### src/rtl/conv_mac_ctrl.sv
// rtl/conv_mac_ctrl.sv - convolution MAC sequencer driving a shared 8x8 multiplier
// Optional busy-cycle counter port: CONV_MAC_CTRL_CYCLE_CNT_EN
module conv_mac_ctrl #(
    parameter int ADDR_W = 5,
    parameter int ACC_W  = 21
) (
    input  logic              clk,
    input  logic              rst,
    input  logic              start_i,
    input  logic [ADDR_W:0]   size_x_i,
    input  logic [ADDR_W:0]   size_y_i,
    output logic              busy_o,
    output logic              done_o,
    output logic [ADDR_W-1:0] x_addr_o,
    input  logic [7:0]        x_data_i,
    output logic [ADDR_W-1:0] y_addr_o,
    input  logic [7:0]        y_data_i,
    output logic [7:0]        mul_a_o,
    output logic [7:0]        mul_b_o,
    input  logic [15:0]       mul_p_i,
    output logic              z_we_o,
    output logic [ADDR_W:0]   z_addr_o,
    output logic [ACC_W-1:0]  z_data_o
`ifdef CONV_MAC_CTRL_CYCLE_CNT_EN
    ,
    output logic [15:0]       cycles_o
`endif
);

    typedef enum logic [2:0] {IDLE, SETUP, READ, MAC, WRITE, FIN} state_t;

    localparam logic [ADDR_W:0] ONE = 1;

    state_t              state_q, state_d;
    logic [ADDR_W:0]     sx_q, sy_q, i_q;
    logic [ADDR_W-1:0]   k_q, kmax_q;
    logic [ACC_W-1:0]    acc_q;
    logic [ADDR_W-1:0]   x_addr_q, y_addr_q;
    logic [ADDR_W:0]     z_addr_q;
    logic [ACC_W-1:0]    z_data_q;

    logic [ADDR_W:0]     sx_m1, sy_m1, i_last, k_min, k_max, y_idx;

    // Window of valid X indices for output i; sizes are nonzero whenever these are used.
    assign sx_m1  = sx_q - ONE;
    assign sy_m1  = sy_q - ONE;
    assign i_last = sx_m1 + sy_m1;
    assign k_min  = (i_q >= sy_m1) ? (i_q - sy_m1) : '0;
    assign k_max  = (i_q < sx_m1) ? i_q : sx_m1;
    assign y_idx  = i_q - {1'b0, k_q};

    always_comb begin
        state_d  = state_q;
        busy_o   = 1'b0;
        done_o   = 1'b0;
        z_we_o   = 1'b0;
        mul_a_o  = '0;
        mul_b_o  = '0;
        x_addr_o = x_addr_q;
        y_addr_o = y_addr_q;
        z_addr_o = z_addr_q;
        z_data_o = z_data_q;
        case (state_q)
            IDLE: begin
                if (start_i)
                    state_d = (size_x_i == '0 || size_y_i == '0) ? FIN : SETUP;
            end
            SETUP: begin
                busy_o  = 1'b1;
                state_d = READ;
            end
            READ: begin
                busy_o   = 1'b1;
                x_addr_o = k_q;
                y_addr_o = y_idx[ADDR_W-1:0];
                state_d  = MAC;
            end
            MAC: begin
                busy_o  = 1'b1;
                mul_a_o = x_data_i;
                mul_b_o = y_data_i;
                state_d = (k_q == kmax_q) ? WRITE : READ;
            end
            WRITE: begin
                busy_o   = 1'b1;
                z_we_o   = 1'b1;
                z_addr_o = i_q;
                z_data_o = acc_q;
                state_d  = (i_q == i_last) ? FIN : SETUP;
            end
            FIN: begin
                done_o  = 1'b1;
                state_d = IDLE;
            end
            default: state_d = IDLE;
        endcase
    end

    always_ff @(posedge clk) begin
        if (rst) begin
            state_q  <= IDLE;
            sx_q     <= '0;
            sy_q     <= '0;
            i_q      <= '0;
            k_q      <= '0;
            kmax_q   <= '0;
            acc_q    <= '0;
            x_addr_q <= '0;
            y_addr_q <= '0;
            z_addr_q <= '0;
            z_data_q <= '0;
        end else begin
            state_q <= state_d;
            case (state_q)
                IDLE: begin
                    if (start_i) begin
                        sx_q <= size_x_i;
                        sy_q <= size_y_i;
                        i_q  <= '0;
                    end
                end
                SETUP: begin
                    acc_q  <= '0;
                    k_q    <= k_min[ADDR_W-1:0];
                    kmax_q <= k_max[ADDR_W-1:0];
                end
                READ: begin
                    x_addr_q <= k_q;
                    y_addr_q <= y_idx[ADDR_W-1:0];
                end
                MAC: begin
                    acc_q <= acc_q + {{(ACC_W-16){1'b0}}, mul_p_i};
                    if (k_q != kmax_q)
                        k_q <= k_q + 1'b1;
                end
                WRITE: begin
                    z_addr_q <= i_q;
                    z_data_q <= acc_q;
                    if (i_q != i_last)
                        i_q <= i_q + ONE;
                end
                default: ;
            endcase
        end
    end

`ifdef CONV_MAC_CTRL_CYCLE_CNT_EN
    logic [15:0] cycles_q;

    always_ff @(posedge clk) begin
        if (rst)
            cycles_q <= '0;
        else if (state_q == IDLE && start_i)
            cycles_q <= '0;
        else if (busy_o)
            cycles_q <= cycles_q + 16'd1;
    end

    assign cycles_o = cycles_q;
`endif

endmodule

### config.mk
export PLATFORM = sky130hd
export DESIGN_NAME = conv_mac_ctrl
export DESIGN_NICKNAME = d
export VERILOG_FILES = /design/src/rtl/conv_mac_ctrl.sv
export SDC_FILE = /design/constraint.sdc
export NUM_CORES = 1
export LEC_CHECK = 0
export CORE_MARGIN = 2
export CORE_UTILIZATION = 40
export DETAILED_ROUTE_END_ITERATION = 16
export SLEW_MARGIN = 20
export SYNTH_ARGS = -nofsm -noshare
export SYNTH_HDL_FRONTEND = slang
export SYNTH_SLANG_ARGS = --single-unit
### constraint.sdc
create_clock -name clk -period 4.2 [get_ports clk]
set_clock_uncertainty 0.2 [all_clocks]
set_input_delay 1.26 -clock clk [delete_from_list [all_inputs] [get_ports clk]]
set_output_delay 1.26 -clock clk [all_outputs]
set_load 0.005 [all_outputs]
==> results.sh, run 1 <==
export IMPL_status="finished, final reports clean"
export IMPL_cts_made_buffers=9
export IMPL_grt_use_total=0.209
export IMPL_htree_levels=3
export IMPL_clk_latency_ns=0.35
export IMPL_hold_buffers=0
export IMPL_grt_max_degree=40
export IMPL_power_density_mw_per_mm2=316
export IMPL_grt_pass1_wl_um=24500
export IMPL_dieArea_sq_mm=0.0146
export IMPL_layout_drive_gt1_share=0.0553
export IMPL_crit_chain="inv_1 -> or3_1 -> mux2_1 -> clkdlybuf4s50_1"
export IMPL_fin_nets=864
export IMPL_clock_root_buffer="clkbuf_16"
export IMPL_grt_overflow=0
export IMPL_synthTopCellsByCount="nand2_1, dfxtp_1, a21oi_1"
export IMPL_ys_ff_latch=89
export IMPL_core_area_sq_mm=0.0133
export IMPL_cts_resized=0
export IMPL_dpl_cell_area_sq_mm=0.00668
export IMPL_fp_dieH_um=121
export IMPL_place_ws_ns=0.109
export IMPL_highest_layer="met4"
export IMPL_async_reset_ff_frac=0
export IMPL_synthCells=679
export IMPL_route_detailed_wl_per_inst_um=15.4
export IMPL_tritoncts_num_sinks=89
export IMPL_setup_ws_ns=0.186
export IMPL_r2r_slack_ns=0.83
export IMPL_cts_setup_buffers=0
export IMPL_vias=4982
export IMPL_synth_warning_count=0
export IMPL_avgViaCountPerCell=5.22
export IMPL_hold_path_end="acc_q[0]"
export IMPL_synth_cell_type_count=69
export IMPL_diodes=0
export IMPL_synth_edf_count=0
export IMPL_maxCapViolCount=0
export IMPL_drcViolationCount=0
export IMPL_p_leak_uw=0.00302
export IMPL_syn_area_per_cell_sq_um=8.05
export IMPL_dp_cells=939
export IMPL_slew_headroom=0.307
export IMPL_netlist_area_sq_mm=0.00546
export IMPL_clk_pin_slew_worst_paths_ns=0.06
export IMPL_antenna_found_initial=0
export IMPL_synth_area_leader_cell="dfxtp_1"
export IMPL_holdWs_ns=0.272
export IMPL_wl_met1_um=6940
export IMPL_cp_num_cells=4
export IMPL_drtPass1Iterations=5
export IMPL_slowest_delay_ns=0.65
export IMPL_first_iter_violations=225
export IMPL_postRouteWirelength_um=14700
export IMPL_globalplace_congestion=0.852
export IMPL_start_util=0.411
export IMPL_tightest_slew_ns=1.04
export IMPL_synth_top_area_share=0.326
export IMPL_netlist_top_cells_area="dfxtp_1, nand2_1, ha_1"
export IMPL_min_path_type="flop to flop"
export IMPL_report_final_hold_viol_count=0
export IMPL_ant_nets=0
export IMPL_cts_tree="done"
export IMPL_synth_ff_type="dfxtp_1"
export IMPL_end_kind="output port"
export IMPL_grt_pass1_vias=5052
export IMPL_io_buffer_count=102
export IMPL_hold_start="acc_q[0]"
export IMPL_critPathSlowestCell="or3_1"
export IMPL_critPathTopFamily="simple AND/OR/NAND/NOR gates"
export IMPL_min_path_cells=2
export IMPL_fin_crit_ns=4.01
export IMPL_fin_area_sq_mm=0.00698
export IMPL_io_pins=103
export IMPL_dpl_hpwl_um=10900
export IMPL_worst_path_buf_inv=2
export IMPL_ys_seq_area_frac=0.326
export IMPL_ir_worst_vdd_v=0.000162
export IMPL_worstSetupPathType="flop to output port"
export IMPL_ctsLongestPathBuffers=2
export IMPL_die_x_um=121
export IMPL_syn_to_final_growth_pct=27.8
export IMPL_worst_setup_path_start_kind="flop"
export IMPL_fin_cells=954
export IMPL_tns_ns=0
export IMPL_required_ns=2.74
export IMPL_reg2reg_from="sy_q[0]"
export IMPL_arrival_ns=2.55
export IMPL_synth_most_common_cell="nand2_1"
export IMPL_slew_violations=0
export IMPL_path_max_fanout=17
export IMPL_grt_setup_unrepaired="no"
export IMPL_fin_crit_sh=0.956
export IMPL_met3WireLength_um=639
export IMPL_wl_met2_um=6860
export IMPL_reg2reg_to="i_q[3]"
export IMPL_worstRegToRegCells=13
export IMPL_std_cell_rows=42
export IMPL_max_clock_freq_mhz=249
export IMPL_syn_nets=769
export IMPL_n_fill_cell=1254
export IMPL_setup_viol=0
-- registers in the layout, summed over array words and instances, names as in the netlist --
register  count
sy_q          6
i_q           6
z_addr_q      6
k_q           5
kmax_q        5
state_q       3
sx_q          6
y_addr_q      5
z_data_q     21
x_addr_q      5
acc_q        21
-- worst min-delay path: stages, from the launching register on --
cell and delay, ns:
dfxtp_1 0.32, nand2_1 0.06, a21oi_1 0.05
-- cells in the final DEF (no fill, tap or decap), types with 10 or more instances in the layout --
master	count
nand2_1	135
clkdlybuf4s50_1	101
dfxtp_1	89
a21oi_1	43
nor2b_1	42
ha_1	39
nor2_1	31
and3_1	26
inv_1	23
o21ai_0	19
xor2_1	18
xnor2_1	16
a21o_1	15
buf_4	15
o21ai_1	11
nand3_1	11
or3_1	10
-- through the flow --
stage	util	total power (uW)
after floorplan	-	1240
after global placement	0.503	1380
after detailed placement	0.503	1390
after CTS	0.525	2220
after global routing	0.525	2320
final	0.525	2200
-- how the worst max path moves through the flow --
stage	slack [ns]	start	end
6_report	0.19	state_q[1]	x_addr_o[0]
5_1_grt	0.004	state_q[1]	z_addr_o[5]
4_1_cts	0.11	state_q[1]	z_data_o[1]
3_5_place_dp	0.11	mul_p_i[0]	acc_q[16]
3_3_place_gp	0.14	mul_p_i[0]	acc_q[16]
2_1_floorplan	0.65	mul_p_i[0]	acc_q[16]
-- cells by family (layout without fill, tap and decap cells) --
group / count (synthesis) / count (layout) / synth area share
muxes: 11 / 11 / 0.0211
adders and majority gates: 44 / 44 / 0.106
and+or+nand+nor: 298 / 298 / 0.272
AOI/OAI and AO/OA: 143 / 143 / 0.169
DFF: 89 / 89 / 0.326
buffers and inverters: 57 / 156 / 0.0412
xor gates and xnor gates: 37 / 37 / 0.0648
-- final cells by class --
| type | instances | area, sq um | area share |
|---|---|---|---|
| Multi-Input combinational cell | 533 | 3460 | 0.496 |
| Inverter | 24 | 90.1 | 0.0129 |
| Tap cell | 176 | 220 | 0.0315 |
| Sequential cell | 89 | 1780 | 0.255 |
| Clock inverter | 3 | 40.0 | 0.00574 |
| Timing Repair Buffer | 117 | 1130 | 0.162 |
| Clock buffer | 12 | 256 | 0.0367 |
-- report_power, final --
part	switching [uW]	internal (uW)	total (uW)
sequential	26.2	866	892
combinational	252	232	484
clock	340	489	829
total	618	1590	2200
-- per-layer routing --
metal,vias to the layer above,GRT usage
met4,0,0.0799
met1,2315,0.273
met5,-,0
li1,2540,-
met2,112,0.343
met3,15,0.0348
(Power assumes the default switching activity.)
==> run 2: changes to the inputs <==
--- a/config.mk
+++ b/config.mk
@@ -8,6 +8,7 @@
 export CORE_MARGIN = 2
 export CORE_UTILIZATION = 40
 export DETAILED_ROUTE_END_ITERATION = 16
+export PLACE_DENSITY_LB_ADDON = 0.1
 export SLEW_MARGIN = 20
 export SYNTH_ARGS = -nofsm -noshare
 export SYNTH_HDL_FRONTEND = slang
==> results.sh, run 2 (synthesis results as in run 1) <==
export IMPL_start_util=0.411
export IMPL_grt_use_total=0.205
export IMPL_critPathSlowestCell="clkdlybuf4s50_1"
export IMPL_tightest_slew_ns=1.10
export IMPL_crit_chain="inv_1 -> ha_1 -> fa_1 -> inv_1 -> a21o_1 -> a21oi_1 -> xnor2_1 -> o21ai_1 -> clkdlybuf4s50_1"
export IMPL_final_common_cell="nand2_1"
export IMPL_drtPass1Iterations=5
export IMPL_drcViolationCount=0
export IMPL_cts_setup_buffers=0
export IMPL_cts_tree="done"
export IMPL_hold_buffers=0
export IMPL_cts_made_buffers=9
export IMPL_worstSetupPathType="flop to output port"
export IMPL_tns_ns=0
export IMPL_fin_crit_sh=0.945
export IMPL_layout_drive_gt1_share=0.0577
export IMPL_reg_top3="acc_q (21), z_data_q (21)"
export IMPL_first_iter_violations=272
export IMPL_setup_viol=0
export IMPL_fin_nets=865
export IMPL_htree_levels=3
export IMPL_io_pins=103
export IMPL_report_final_hold_viol_count=0
export IMPL_die_x_um=121
export IMPL_grt_pass1_vias=4955
export IMPL_cts_resized=0
export IMPL_grt_overflow=0
export IMPL_max_clock_freq_mhz=252
export IMPL_postRouteWirelength_um=14400
export IMPL_grt_pass1_wl_um=24400
export IMPL_min_path_type="flop to flop"
export IMPL_worst_setup_path_start_kind="flop"
export IMPL_ctsLongestPathBuffers=2
export IMPL_ir_worst_vdd_v=0.000180
export IMPL_ant_nets=0
export IMPL_final_cell_mix="nand2_1, clkdlybuf4s50_1, dfxtp_1"
export IMPL_arrival_ns=2.51
export IMPL_io_buffer_count=102
export IMPL_clk_latency_ns=0.34
export IMPL_maxCapViolCount=0
export IMPL_power_density_mw_per_mm2=316
export IMPL_end_kind="output port"
export IMPL_slowest_delay_ns=0.54
export IMPL_tritoncts_num_sinks=89
export IMPL_status="finished, final reports clean"
export IMPL_vias=5043
export IMPL_grt_setup_unrepaired="no"
export IMPL_avgViaCountPerCell=5.28
export IMPL_fin_cells=956
export IMPL_diodes=0
export IMPL_route_detailed_wl_per_inst_um=15.1
export IMPL_core_area_sq_mm=0.0133
export IMPL_cpMostUsedCell="inv_1"
export IMPL_syn_to_final_growth_pct=28.1
export IMPL_r2r_slack_ns=0.87
export IMPL_required_ns=2.74
export IMPL_slew_headroom=0.262
export IMPL_path_max_fanout=3
export IMPL_dieArea_sq_mm=0.0146
export IMPL_fin_crit_ns=3.97
export IMPL_std_cell_rows=42
export IMPL_dp_cells=940
export IMPL_globalplace_congestion=0.868
export IMPL_fp_dieH_um=121
export IMPL_antenna_found_initial=0
export IMPL_clock_root_buffer="clkbuf_16"
export IMPL_clk_pin_slew_worst_paths_ns=0.07
export IMPL_p_leak_uw=0.00302
export IMPL_slew_violations=0
export IMPL_dpl_hpwl_um=10700
export IMPL_grt_max_degree=42
==> run 2: per-layer routing <==
metal / vias to the layer above / routed length [um] / global-route usage
met5: - / 0 / 0
met4: 0 / 180 / 0.0560
met3: 14 / 858 / 0.0399
met2: 132 / 6310 / 0.322
met1: 2350 / 7080 / 0.287
li1: 2547 / - / -
==> run 2: critical path, delay by kind of cell (launching register included) <==
kind                     cells  cell delay [ns]
XOR/XNOR                     1             0.13
flip-flops                   1             0.33
buffers and inverters        3             0.70
adder cells (fa/ha/maj)      2             0.63
AO/OA/AOI/OAI                3             0.39
==> run 2: power by group <==
group / total, uW / internal, uW / switching [uW]
Sequential: 892 / 866 / 25.9
Combinational: 485 / 230 / 255
Clock: 835 / 482 / 353
==> run 2: path summary, 6_finish.rpt <==
path                            startpoint  depth (start not counted)          end
worst max register to register     sx_q[0]                         12       i_q[5]
worst min-delay path              acc_q[0]                          2     acc_q[0]
worst min register to register    acc_q[0]                          2     acc_q[0]
worst max-delay path                i_q[0]                          9  y_addr_o[4]
==> run 2: through the flow <==
| step | hold slack, ns | power [uW] | util | cell area [sq um] | setup WS (ns) |
|---|---|---|---|---|---|
| 4_1_cts | 0.278 | 2230 | 0.526 | 7000 | 0.234 |
| 3_3_place_gp | 0.266 | 1380 | 0.503 | 6690 | 0.0994 |
| 5_1_grt | 0.321 | 2330 | 0.526 | 7000 | 0.0862 |
| 2_1_floorplan | 0.234 | 1240 | - | 5460 | 0.647 |
| 6_report | 0.281 | 2210 | 0.526 | 7000 | 0.230 |
| 3_5_place_dp | 0.269 | 1390 | 0.503 | 6690 | 0.0649 |
==> run 2: cell type report <==
class / count / area, sq um
fillers: 1272 / 6300
multi-input cells: 533 / 3460
flip-flops and latches: 89 / 1780
repair buffers: 118 / 1140
clock buffers: 11 / 243
well taps: 176 / 220
inverters: 24 / 90.1
clock inverters: 5 / 62.6
